### config.mk
export PLATFORM = sky130hd
export DESIGN_NAME = read_ctrl_fsm
export DESIGN_NICKNAME = d
export VERILOG_FILES = /design/src/rtl/cache_pkg.sv /design/src/rtl/refill_beat_counter.sv /design/src/rtl/read_ctrl_fsm.sv
export SDC_FILE = /design/constraint.sdc
export NUM_CORES = 1
export LEC_CHECK = 0
export BUFFER_PORTS_ARGS = -buffer_cell sky130_fd_sc_hd__buf_4
export CORE_ASPECT_RATIO = 0.8
export CORE_MARGIN = 2
export CORE_UTILIZATION = 50
export DETAILED_ROUTE_END_ITERATION = 8
export GPL_TIMING_DRIVEN = 0
export PLACE_DENSITY = 0.85
export SLEW_MARGIN = 10
export SYNTH_ARGS = -nofsm -noshare
export SYNTH_HDL_FRONTEND = slang
export SYNTH_HIERARCHICAL = 1
export SYNTH_SLANG_ARGS = --single-unit
### constraint.sdc
create_clock -name clk -period 3.97 [get_ports clk]
set_input_delay 0.1985 -clock clk [delete_from_list [all_inputs] [get_ports clk]]
set_output_delay 0.1985 -clock clk [all_outputs]
set_load 0.02 [all_outputs]
### src/rtl/cache_pkg.sv
// Shared cache-controller types and helpers used by the read and write control FSMs.
// Holds the read-FSM state encoding, default geometry and block-address alignment.
package cache_pkg;

  localparam int DEF_ADDR_W        = 32;
  localparam int DEF_WORDS_PER_BLK = 4;

  typedef enum logic [2:0] {
    IDLE      = 3'd0,
    LOOKUP    = 3'd1,
    MISS_REQ  = 3'd2,
    MISS_FILL = 3'd3,
    UPDATE    = 3'd4,
    RESPOND   = 3'd5
  } rd_state_t;

  // Single-bit control outputs of the read FSM, grouped so they can be cleared in one line.
  typedef struct packed {
    logic stall;
    logic hit;
    logic miss;
    logic mem_req;
    logic refill_we;
    logic upd_entry;
    logic data_valid;
  } rd_ctrl_t;

  // Clears the word-offset and byte-offset bits (off_w word bits plus 2 byte bits).
  function automatic logic [63:0] block_align(input logic [63:0] addr, input int off_w);
    return addr & ~((64'd1 << (off_w + 2)) - 64'd1);
  endfunction

endpackage

### src/rtl/refill_beat_counter.sv
// Counts refill beats within one cache block; shared by the read- and write-miss paths.
// last_beat flags that the current count addresses the final word of the block.
module refill_beat_counter #(
  parameter  int WORDS_PER_BLK = 4,
  localparam int OFF_W         = $clog2(WORDS_PER_BLK)
) (
  input  logic             clk,
  input  logic             rst_n,
  input  logic             clr,
  input  logic             inc,
  output logic [OFF_W-1:0] beat_cnt,
  output logic             last_beat
);

  logic [OFF_W-1:0] cnt_q, cnt_d;

  assign last_beat = (cnt_q == OFF_W'(WORDS_PER_BLK - 1));
  assign beat_cnt  = cnt_q;

  // NOTE: every always_comb output gets a default first so no path can infer a latch.
  always_comb begin
    cnt_d = cnt_q;
    if (clr || (inc && last_beat)) begin
      cnt_d = '0;
    end else if (inc) begin
      cnt_d = cnt_q + OFF_W'(1);
    end
  end

  // NOTE: sequential state uses non-blocking assignments so all flops update together.
  always_ff @(posedge clk) begin
    if (!rst_n) begin
      cnt_q <= '0;
    end else begin
      cnt_q <= cnt_d;
    end
  end

endmodule

### src/rtl/read_ctrl_fsm.sv
// Read-side control FSM of the direct-mapped data cache: lookup, block refill on miss,
// tag/valid update, then respond. Outputs are decoded combinationally from state and inputs.
module read_ctrl_fsm
  import cache_pkg::*;
#(
  parameter  int ADDR_W        = DEF_ADDR_W,
  parameter  int WORDS_PER_BLK = DEF_WORDS_PER_BLK,
  localparam int OFF_W         = $clog2(WORDS_PER_BLK)
) (
  input  logic              clk,
  input  logic              rst_n,
  input  logic              rd_en,
  input  logic [ADDR_W-1:0] rd_addr,
  input  logic              wr_busy,
  input  logic              tag_match,
  input  logic              valid_out,
  input  logic              mem_rd_ack,
  input  logic              mem_rd_valid,
  output logic              rd_stall,
  output logic              rd_cache_hit,
  output logic              rd_cache_miss,
  output logic              mem_rd_req,
  output logic [ADDR_W-1:0] mem_rd_addr,
  output logic              refill_we,
  output logic [OFF_W-1:0]  refill_word_idx,
  output logic              upd_entry,
  output logic              rd_data_valid
);

  rd_state_t         state_q, state_d;
  logic [ADDR_W-1:0] addr_q, addr_d;
  rd_ctrl_t          ctrl;
  logic              beat_clr, beat_inc, last_beat;
  logic [OFF_W-1:0]  beat_cnt;

  refill_beat_counter #(.WORDS_PER_BLK(WORDS_PER_BLK)) u_beat_cnt (
    .clk       (clk),
    .rst_n     (rst_n),
    .clr       (beat_clr),
    .inc       (beat_inc),
    .beat_cnt  (beat_cnt),
    .last_beat (last_beat)
  );

  always_ff @(posedge clk) begin
    if (!rst_n) begin
      state_q <= IDLE;
      addr_q  <= '0;
    end else begin
      state_q <= state_d;
      addr_q  <= addr_d;
    end
  end

  always_comb begin
    state_d         = state_q;
    addr_d          = addr_q;
    beat_clr        = 1'b0;
    beat_inc        = 1'b0;
    ctrl            = '0;
    refill_word_idx = '0;
    mem_rd_addr     = ADDR_W'(block_align(64'(addr_q), OFF_W));

    case (state_q)
      IDLE: begin
        // A pending load stalls the CPU even while the write FSM holds it off.
        if (rd_en) begin
          ctrl.stall = 1'b1;
          if (!wr_busy) begin
            addr_d  = rd_addr;
            state_d = LOOKUP;
          end
        end
      end
      LOOKUP: begin
        ctrl.stall = 1'b1;
        if (tag_match && valid_out) begin
          ctrl.hit = 1'b1;
          state_d  = RESPOND;
        end else begin
          ctrl.miss = 1'b1;
          state_d   = MISS_REQ;
        end
      end
      MISS_REQ: begin
        ctrl.stall   = 1'b1;
        ctrl.miss    = 1'b1;
        ctrl.mem_req = 1'b1;
        if (mem_rd_ack) begin
          beat_clr = 1'b1;
          state_d  = MISS_FILL;
        end
      end
      MISS_FILL: begin
        ctrl.stall = 1'b1;
        ctrl.miss  = 1'b1;
        if (mem_rd_valid) begin
          ctrl.refill_we  = 1'b1;
          refill_word_idx = beat_cnt;
          beat_inc        = 1'b1;
          if (last_beat) begin
            state_d = UPDATE;
          end
        end
      end
      UPDATE: begin
        ctrl.stall     = 1'b1;
        ctrl.miss      = 1'b1;
        ctrl.upd_entry = 1'b1;
        state_d        = RESPOND;
      end
      RESPOND: begin
        ctrl.data_valid = 1'b1;
        state_d         = IDLE;
      end
      default: begin
        mem_rd_addr = '0;
        state_d     = IDLE;
      end
    endcase

    // Outputs read as idle throughout the reset cycle, whatever state is being left.
    if (!rst_n) begin
      ctrl            = '0;
      refill_word_idx = '0;
      mem_rd_addr     = '0;
    end
  end

  assign rd_stall      = ctrl.stall;
  assign rd_cache_hit  = ctrl.hit;
  assign rd_cache_miss = ctrl.miss;
  assign mem_rd_req    = ctrl.mem_req;
  assign refill_we     = ctrl.refill_we;
  assign upd_entry     = ctrl.upd_entry;
  assign rd_data_valid = ctrl.data_valid;

endmodule

==> metrics.csv, run 1 <==
metric,value,unit
outcome,"complete, no violations",
cell family with most CP delay,buffers and inverters,
Worst-path clk slew,0.07,ns
initial core utilization,51.8,%
Area Growth Syn to Fin,40.9,%
Crit Path Max Fanout,10,
Worst setup EP type,primary output,
Die X-Extent,70.6,um
DRC viols,0,
unrepaired setup endpoints after global routing,no,
CP max stage delay,0.40,ns
Post-CTS Setup Bufs,0,
vias post-DR,1842,
total routed wirelength,4.65,mm
final setup TNS,0,ns
Die Area,4040,um^2
placeable core region,3420,um^2
VDD IR max,244,uV
Root Buffer,clkbuf_8,
CP required,3.77,ns
syn avg cell area,8.06,um^2
layout cells sized above 1,31.4,%
"Seq/Total Area, Yosys",37.3,%
"Min Clock Period, post-route",2.00,ns
cell count after synthesis,220,
WL/cell,13.5,um
number of global-route vias before repair,1619,
final setup violation count,0,
yosys warns,6,
CTS resizes,0,
worst-path cell with the longest stage delay,dfxtp_1,
initial antenna violation count,0,
largest net degree at the start of global routing,12,
Nets,343,
clk buf depth,2,
total CTS buffers,5,
synthesis-stage register bit count,33,
CP cell instances,a21boi_2 -> clkbuf_1 -> and2_1 -> buf_4,
grt total ovfl,0,
H-tree Lvls,2,
max cap viols,0,
final-report max-slew violation count,0,
distinct cell type count after synthesis,33,
Syn Std Cell Area,1770,um^2
most used flip-flop cell after synthesis,dfxtp_1,
antenna cells,0,
Post-synth EDFFs,0,
CP bufs+invs,2,
Antenna Nets Post-Route,0,
clock sink total,33,
Pre-antenna DRT Iters,4,
Power per Cell Area,350,nW/um^2
crit path DAT,1.80,ns
HPWL after detailed placement,3.32,mm
Pleak,1.07,nW
Die Ht,57.3,um
Max Clock Freq,501,MHz
IO buf count,72,
global placer's final weighted congestion,0.857,
final hold vios,0,
Final Non-Filler Cells,345,
dpl cells,337,
Hold WC Path Type,input pin to register,
final worst-path cycle share,50.3,%
clock skew,0.00306,ns
CTS tree,built,
fraction of registers with async set/reset,0,%
CP Class,register to primary output,
crit start category,register,
IO Pins,81,
DR iter-0 viols,159,
worst skew pair latency,0.29,ns
GR Util All Layers,22.9,%
Vias/cell,5.34,
row count,19,
Post-CTS Hold Fix Bufs,0,
global-route wire length before repair,7.38,mm
-- routing by layer --
| metal | part of all wire [%] | global-route usage, % | wire [um] |
|---|---|---|---|
| met1 | 45 | 31.7 | 2080 |
| met5 | 0 | 0 | 0 |
| met3 | 9.1 | 7.42 | 424 |
| met2 | 44 | 34.5 | 2060 |
| met4 | 1.7 | 6.74 | 80 |
-- registers in the layout (all words and copies together) (netlist names) --
register	count
addr_q	28
state_q	3
u_beat_cnt/beat_cnt	2
-- area by class of cell --
type	count	area (um^2)
plain buffers	23	120
clock buffers	6	82.6
clock inverters	2	37.5
fillers	295	926
multi-input cells	167	1000
flip-flops and latches	33	661
well taps	42	52.6
repair buffers	72	541
-- through the flow --
step	power (mW)	setup WS [ns]	util [%]	hold slack, ns	area (um^2)
3_3_place_gp	0.545	2.35	69.4	0.460	2380
6_report	0.874	1.97	73.0	0.164	2500
2_1_floorplan	0.475	2.42	-	0.345	1780
5_1_grt	0.912	1.87	73.0	0.170	2500
3_5_place_dp	0.548	2.35	69.4	0.467	2380
4_1_cts	0.877	2.00	73.0	0.163	2500
-- report_power, final --
group          total, mW  switching (mW)  leakage [nW]  internal, mW
clock network      0.331           0.127        0.0574         0.204
logic              0.183           0.103         0.745        0.0803
registers          0.359          0.0100         0.269         0.349
total              0.874           0.240          1.07         0.633
-- cell usage after synthesis, types with 2 or more instances --
| cell | number | area [um^2] |
|---|---|---|
| clkbuf_1 | 10 | 37.5 |
| a21boi_0 | 20 | 150 |
| nor3b_1 | 2 | 15.0 |
| o21ai_1 | 11 | 55.1 |
| buf_4 | 5 | 37.5 |
| nor4bb_1 | 2 | 20.0 |
| nand2_1 | 6 | 22.5 |
| o21ai_0 | 19 | 95.1 |
| a21boi_1 | 10 | 75.1 |
| nor2_1 | 7 | 26.3 |
| nand2b_1 | 7 | 43.8 |
| dfxtp_1 | 33 | 661 |
| nor3_1 | 4 | 20.0 |
| nand3_1 | 29 | 145 |
| or3_1 | 2 | 12.5 |
| buf_2 | 6 | 30.0 |
| and2_1 | 30 | 188 |
| a21oi_1 | 2 | 10.0 |
-- worst reg2reg max path: stages, from the launching register on --
cell and delay (ns):
dfxtp_1 0.44, buf_2 0.25, nand3_1 0.12, nor2_1 0.21, or3b_1 0.40, a21oi_2 0.12
-- path summary, 6_finish.rpt --
check	start	end	slack (ns)	depth (start not counted)
max reg2reg	state_q[0]	u_beat_cnt/beat_cnt[0]	2.38	5
min reg2reg	addr_q[15]	addr_q[15]	0.47	2
min	rd_addr[16]	addr_q[16]	0.16	3
max	state_q[2]	mem_rd_addr[27]	1.97	4
-- cells by family (layout without fill, tap and decap cells) --
group,Yosys count,in the layout,share of synthesized area [%]
adder cells (fa/ha/maj),1,1,0.706
other,1,4,0.212
AO/OA/AOI/OAI,67,67,24.2
flip-flops,33,33,37.3
AND/OR/NAND/NOR,95,95,30.8
buffers and inverters,23,103,6.78
-- cells in the final DEF (no fill, tap or decap) --
| cell | synthesis | layout |
|---|---|---|
| nor3b_1 | 2 | 2 |
| dfxtp_1 | 33 | 33 |
| nand2b_1 | 7 | 7 |
| clkinvlp_4 | 0 | 1 |
| ha_1 | 1 | 1 |
| buf_4 | 5 | 77 |
| and2_1 | 30 | 30 |
| nor3_4 | 1 | 1 |
| nor3_1 | 4 | 4 |
| clkbuf_8 | 0 | 6 |
| o2bb2ai_1 | 1 | 1 |
| o21ai_1 | 11 | 11 |
| nor4bb_1 | 2 | 2 |
| nand3_1 | 29 | 29 |
| clkbuf_1 | 10 | 10 |
| nor2b_1 | 1 | 1 |
| and3_1 | 1 | 1 |
| buf_6 | 1 | 1 |
| a21oi_2 | 1 | 1 |
| o21ai_0 | 19 | 19 |
| a21boi_2 | 1 | 1 |
| a21oi_1 | 2 | 2 |
| nor2_1 | 7 | 7 |
| conb_1 | 1 | 4 |
| nand2_1 | 6 | 6 |
| or3b_1 | 1 | 1 |
| a21o_1 | 1 | 1 |
| buf_2 | 6 | 6 |
| o21bai_1 | 1 | 1 |
| a21boi_0 | 20 | 20 |
| nand3b_1 | 1 | 1 |
| a21boi_1 | 10 | 10 |
| bufinv_16 | 0 | 1 |
| or3_1 | 2 | 2 |
| nand4b_1 | 1 | 1 |
| buf_1 | 1 | 1 |
No activity file was read; power rests on OpenSTA's default activity.
==> run 2, diff against run 1 <==
- ABC_AREA: default -> 1
- CORE_UTILIZATION: 50 -> 41
- PLACE_DENSITY: 0.85 -> 0.75
- clock period: 3.97 -> 1.75 ns (I/O delays scaled with it)
==> metrics.csv, run 2 <==
metric,value,unit
vias post-DR,1832,
global placer's final weighted congestion,0.860,
VDD IR max,596,uV
antenna cells,0,
CP bufs+invs,2,
crit path DAT,1.56,ns
IO buf count,72,
total routed wirelength,4.40,mm
final setup TNS,0,ns
Area Growth Syn to Fin,42.0,%
clock sink total,33,
Syn Std Cell Area,1710,um^2
Net Sw Power,1.06,mW
initial antenna violation count,0,
syn avg cell area,6.41,um^2
Crit Path Max Fanout,7,
Pleak,1.26,nW
Clock power frac,20.4,%
combinational share of power,42.6,%
final setup violation count,0,
largest net degree at the start of global routing,12,
crit start category,register,
largest area contributor in the netlist,dfxtp_1,
global-route wire length before repair,7.27,mm
layout cells sized above 1,29.8,%
clk buf depth,2,
Root Buffer,clkbuf_8,
most common library cells after synthesis,"101 x nor2_1, 47 x nand2_1, 33 x dfxtp_1",
final-report max-slew violation count,0,
Post-CTS Setup Bufs,0,
ranking of synthesized cells by area,"dfxtp_1 39%, nor2_1 22%, nand2_1 10%, o21ai_1 5.9%, buf_4 3.1%",
Die Ht,61.7,um
max cap viols,0,
CTS resizes,2,
total CTS buffers,5,
Die Area,4690,um^2
fraction of registers with async set/reset,0,%
number of global-route vias before repair,1669,
Hold WC Path Type,input pin to register,
Power per Cell Area,1130,nW/um^2
Nets,389,
HPWL after detailed placement,3.24,mm
synthesis-stage register bit count,33,
unrepaired setup endpoints after global routing,no,
Worst setup EP type,primary output,
Seq pwr share,37.1,%
"Min Clock Period, post-route",1.64,ns
worst skew pair latency,0.28,ns
cell family with most CP delay,simple AND/OR/NAND/NOR gates,
final instance area,2420,um^2
initial core utilization,43.7,%
Die X-Extent,76.1,um
Largest Register,addr_q,
grt total ovfl,0,
yosys warns,6,
placeable core region,3900,um^2
row count,20,
"Seq/Total Area, Yosys",38.7,%
CP required,1.66,ns
DR iter-0 viols,103,
Pre-antenna DRT Iters,4,
outcome,"complete, no violations",
final worst-path cycle share,93.9,%
post-synth top area share,38.7,%
"commonest cells after routing, fill and taps aside","100 x nor2_1, 79 x buf_4, 47 x nand2_1",
DRC viols,0,
clock skew,0.00503,ns
placed inst area,2330,um^2
GR Util All Layers,19.4,%
distinct cell type count after synthesis,23,
IO Pins,81,
"commonest non-fill, non-tap cell in the layout",nor2_1,
most used flip-flop cell after synthesis,dfxtp_1,
Internal Power,1.67,mW
H-tree Lvls,2,
Largest register FFs,28,
CP cell instances,inv_2 -> nand3_1 -> nor2_4 -> and3_1 -> buf_4,
WL/cell,10.9,um
Vias/cell,4.53,
cell count after synthesis,266,
final hold vios,0,
Max Clock Freq,609,MHz
top-count cell post-synth,nor2_1,
CP Class,register to primary output,
CP max stage delay,0.39,ns
Antenna Nets Post-Route,0,
Post-CTS Hold Fix Bufs,0,
worst-path cell with the longest stage delay,dfxtp_1,
CTS tree,built,
switch share,38.7,%
Worst-path clk slew,0.07,ns
Post-synth EDFFs,0,
[run 2: cell type report]
| cell class | instances | area (um^2) |
|---|---|---|
| repair buffers | 72 | 541 |
| plain buffers | 19 | 151 |
| clock buffers | 5 | 68.8 |
| flip-flops and latches | 33 | 661 |
| fillers | 409 | 1480 |
| clock inverters | 3 | 17.5 |
| well taps | 55 | 68.8 |
| inverters | 17 | 63.8 |
| multi-input cells | 200 | 851 |
[run 2: power groups by stage]
stage / sequential [mW] / combinational [mW] / clock, mW
after floorplan: 1.00 / 0.818 / 0
after global placement: 1.02 / 1.14 / 0
after detailed placement: 1.02 / 1.16 / 0
after CTS: 1.01 / 1.16 / 0.570
after global routing: 1.04 / 1.30 / 0.602
final: 1.01 / 1.16 / 0.556
[run 2: cell families (layout without fill, tap and decap cells)]
group / Yosys count / after routing / share of synthesized area [%]
compound gates: 30 / 30 / 9.17
fa+ha+maj: 1 / 1 / 0.734
buf+inv: 36 / 116 / 12.5
flops: 33 / 33 / 38.7
other cells: 1 / 4 / 0.220
simple gates: 165 / 165 / 38.7
[run 2: metal layers]
metal	global-route usage, %	vias up	wire length (um)
met1	24.5	800	2210
li1	-	975	-
met3	5.28	5	240
met4	7.01	0	44
met5	0	-	0
met2	33.2	52	1910
[run 2: stage by stage]
step	setup WS (ns)	util, %	std cells	power (mW)	hold WS [ns]
2_1_floorplan	0.458	-	269	1.82	0.222
5_1_grt	0.0490	62.1	404	2.94	0.0283
3_3_place_gp	0.265	59.6	396	2.16	0.308
6_report	0.107	62.1	404	2.73	0.0224
4_1_cts	0.00875	61.9	404	2.74	0.0162
3_5_place_dp	0.247	59.6	396	2.18	0.318
[run 2: tightest hold or removal path: stages]
cell and delay [ns]:
buf_4 0.07, nor2_1 0.03, nor2_1 0.08
[run 2: final timing paths]
kind	startpoint	endpoint	slack (ns)	cells after the start
setup / recovery	state_q[2]	refill_word_idx[1]	0.11	5
setup reg to reg	state_q[1]	addr_q[18]	0.29	10
hold / removal	rd_addr[12]	addr_q[12]	0.02	3
hold reg to reg	addr_q[15]	addr_q[15]	0.50	2
==> run 3, diff against run 2 <==
- SETUP_SLACK_MARGIN: default -> 0.2
==> metrics.csv, run 3 (synthesis gave the netlist of run 2 again) <==
metric,value,unit
Antenna Nets Post-Route,0,
DRC viols,0,
clock skew,0.00552,ns
Vias/cell,4.57,
Max Clock Freq,665,MHz
placeable core region,3900,um^2
CP required,1.66,ns
Net Sw Power,1.08,mW
"commonest non-fill, non-tap cell in the layout",nor2_1,
GR Util met3,5.57,%
IO Pins,81,
"commonest cells after routing, fill and taps aside","98 x nor2_1, 83 x buf_4, 47 x nand2_1",
Worst R2R End,addr_q[18],
worst flop-to-flop path startpoint,state_q[1],
final hold vios,0,
CP Class,register to primary output,
WHS Endpoint,addr_q[19],
Pre-antenna DRT Iters,4,
Largest Register,addr_q,
Hold Startpoint,rd_addr[19],
layout cells sized above 1,31.8,%
total CTS buffers,5,
largest net degree at the start of global routing,12,
clk buf depth,2,
final setup violation count,0,
Area Growth Syn to Fin,44.8,%
DR iter-0 viols,112,
Pleak,1.27,nW
Nets,392,
final setup TNS,0,ns
total routed wirelength,4.44,mm
Hold Slack,0.00807,ns
global placer's final weighted congestion,0.860,
crit path DAT,1.42,ns
GR Util All Layers,19.5,%
grt met1 use,24.2,%
placed inst area,2330,um^2
initial core utilization,43.7,%
Clock power frac,19.8,%
final instance area,2470,um^2
Die Ht,61.7,um
outcome,"complete, no violations",
r2r setup slk,0.31,ns
grt total ovfl,0,
clock sink total,33,
unrepaired setup endpoints after global routing,yes,
Largest register FFs,28,
final worst-path cycle share,85.9,%
WL/cell,10.9,um
final-report max-slew violation count,0,
GR peak layer,met2,
H-tree Lvls,2,
"Min Clock Period, post-route",1.50,ns
CTS tree,built,
vias post-DR,1859,
crit start category,register,
Crit Path Max Fanout,8,
worst reg2reg path depth,10,
global-route wire length before repair,7.32,mm
antenna cells,0,
Power per Cell Area,1140,nW/um^2
IO buf count,72,
row count,20,
switch share,38.6,%
Internal Power,1.72,mW
Die Area,4690,um^2
initial antenna violation count,0,
combinational share of power,43.9,%
Worst setup EP type,primary output,
Worst-path clk slew,0.07,ns
Die X-Extent,76.1,um
Root Buffer,clkbuf_8,
Post-CTS Hold Fix Bufs,0,
Pwr Total,2.80,mW
max cap viols,0,
number of global-route vias before repair,1689,
VDD IR max,610,uV
Hold WC Path Type,input pin to register,
HPWL after detailed placement,3.24,mm
Hold Path Stages,3,
Seq pwr share,36.3,%
M2 GR Usage,33.5,%
worst skew pair latency,0.28,ns
Fill cells,403,
-- run 3: cell count changes in the layout (fill, tap and decap cells not counted), sizes merged --
cell | previous run | this run
buf | 84 | 87
-- run 3: how the worst max path moves through the flow --
| stage | startpoint | endpoint | slack (ns) | cells after the start |
|---|---|---|---|---|
| 2_1_floorplan | state_q[2] | refill_word_idx[0] | 0.46 | 4 |
| 3_3_place_gp | state_q[2] | refill_word_idx[1] | 0.26 | 5 |
| 3_5_place_dp | state_q[2] | refill_word_idx[1] | 0.25 | 5 |
| 4_1_cts | state_q[2] | refill_word_idx[1] | 0.21 | 5 |
| 5_1_grt | state_q[1] | refill_word_idx[0] | 0.18 | 5 |
| 6_report | state_q[1] | refill_word_idx[1] | 0.25 | 5 |
-- run 3: area by class of cell --
class                   count  area (um^2)  area share, %
multi-input cells         200          861           34.9
flip-flops and latches     33          663           26.8
repair buffers             75          563           22.8
plain buffers              19          156           6.33
inverters                  17         71.3           2.89
clock buffers               5         68.8           2.79
well taps                  55         68.8           2.79
clock inverters             3         17.5          0.709
-- run 3: layer usage --
metal | wire, um | share of wire [%]
met1 | 2180 | 49
met2 | 1930 | 44
met3 | 275 | 6.2
met4 | 44 | 0.99
met5 | 0 | 0
-- run 3: critical path: stages, from the launching register on --
cell and delay (ns):
dfxtp_1 0.32, buf_6 0.14, nand3_2 0.14, nor2_4 0.21, and3_1 0.19, buf_4 0.14
-- run 3: power by group through the flow --
stage / registers [mW] / clock network, mW / logic (mW)
after global routing: 1.04 / 0.602 / 1.36
after detailed placement: 1.02 / 0 / 1.16
final: 1.02 / 0.555 / 1.23
after global placement: 1.02 / 0 / 1.14
after CTS: 1.01 / 0.570 / 1.17
after floorplan: 1.00 / 0 / 0.818
-- run 3: stage by stage --
step	setup WS (ns)	utilization [%]	cells
floorplan	0.458	-	269
global placement	0.265	59.6	396
detailed placement	0.247	59.6	396
CTS	0.208	62.1	404
global route	0.178	63.3	407
finish	0.247	63.3	407
-- run 3: timing repair --
action                     in CTS  in global routing
hold endpoints to repair        0                  0
buffers inserted                0                  3
setup endpoints to repair      23                 36
gates resized for setup         7                  9
pin swaps                       0                  4
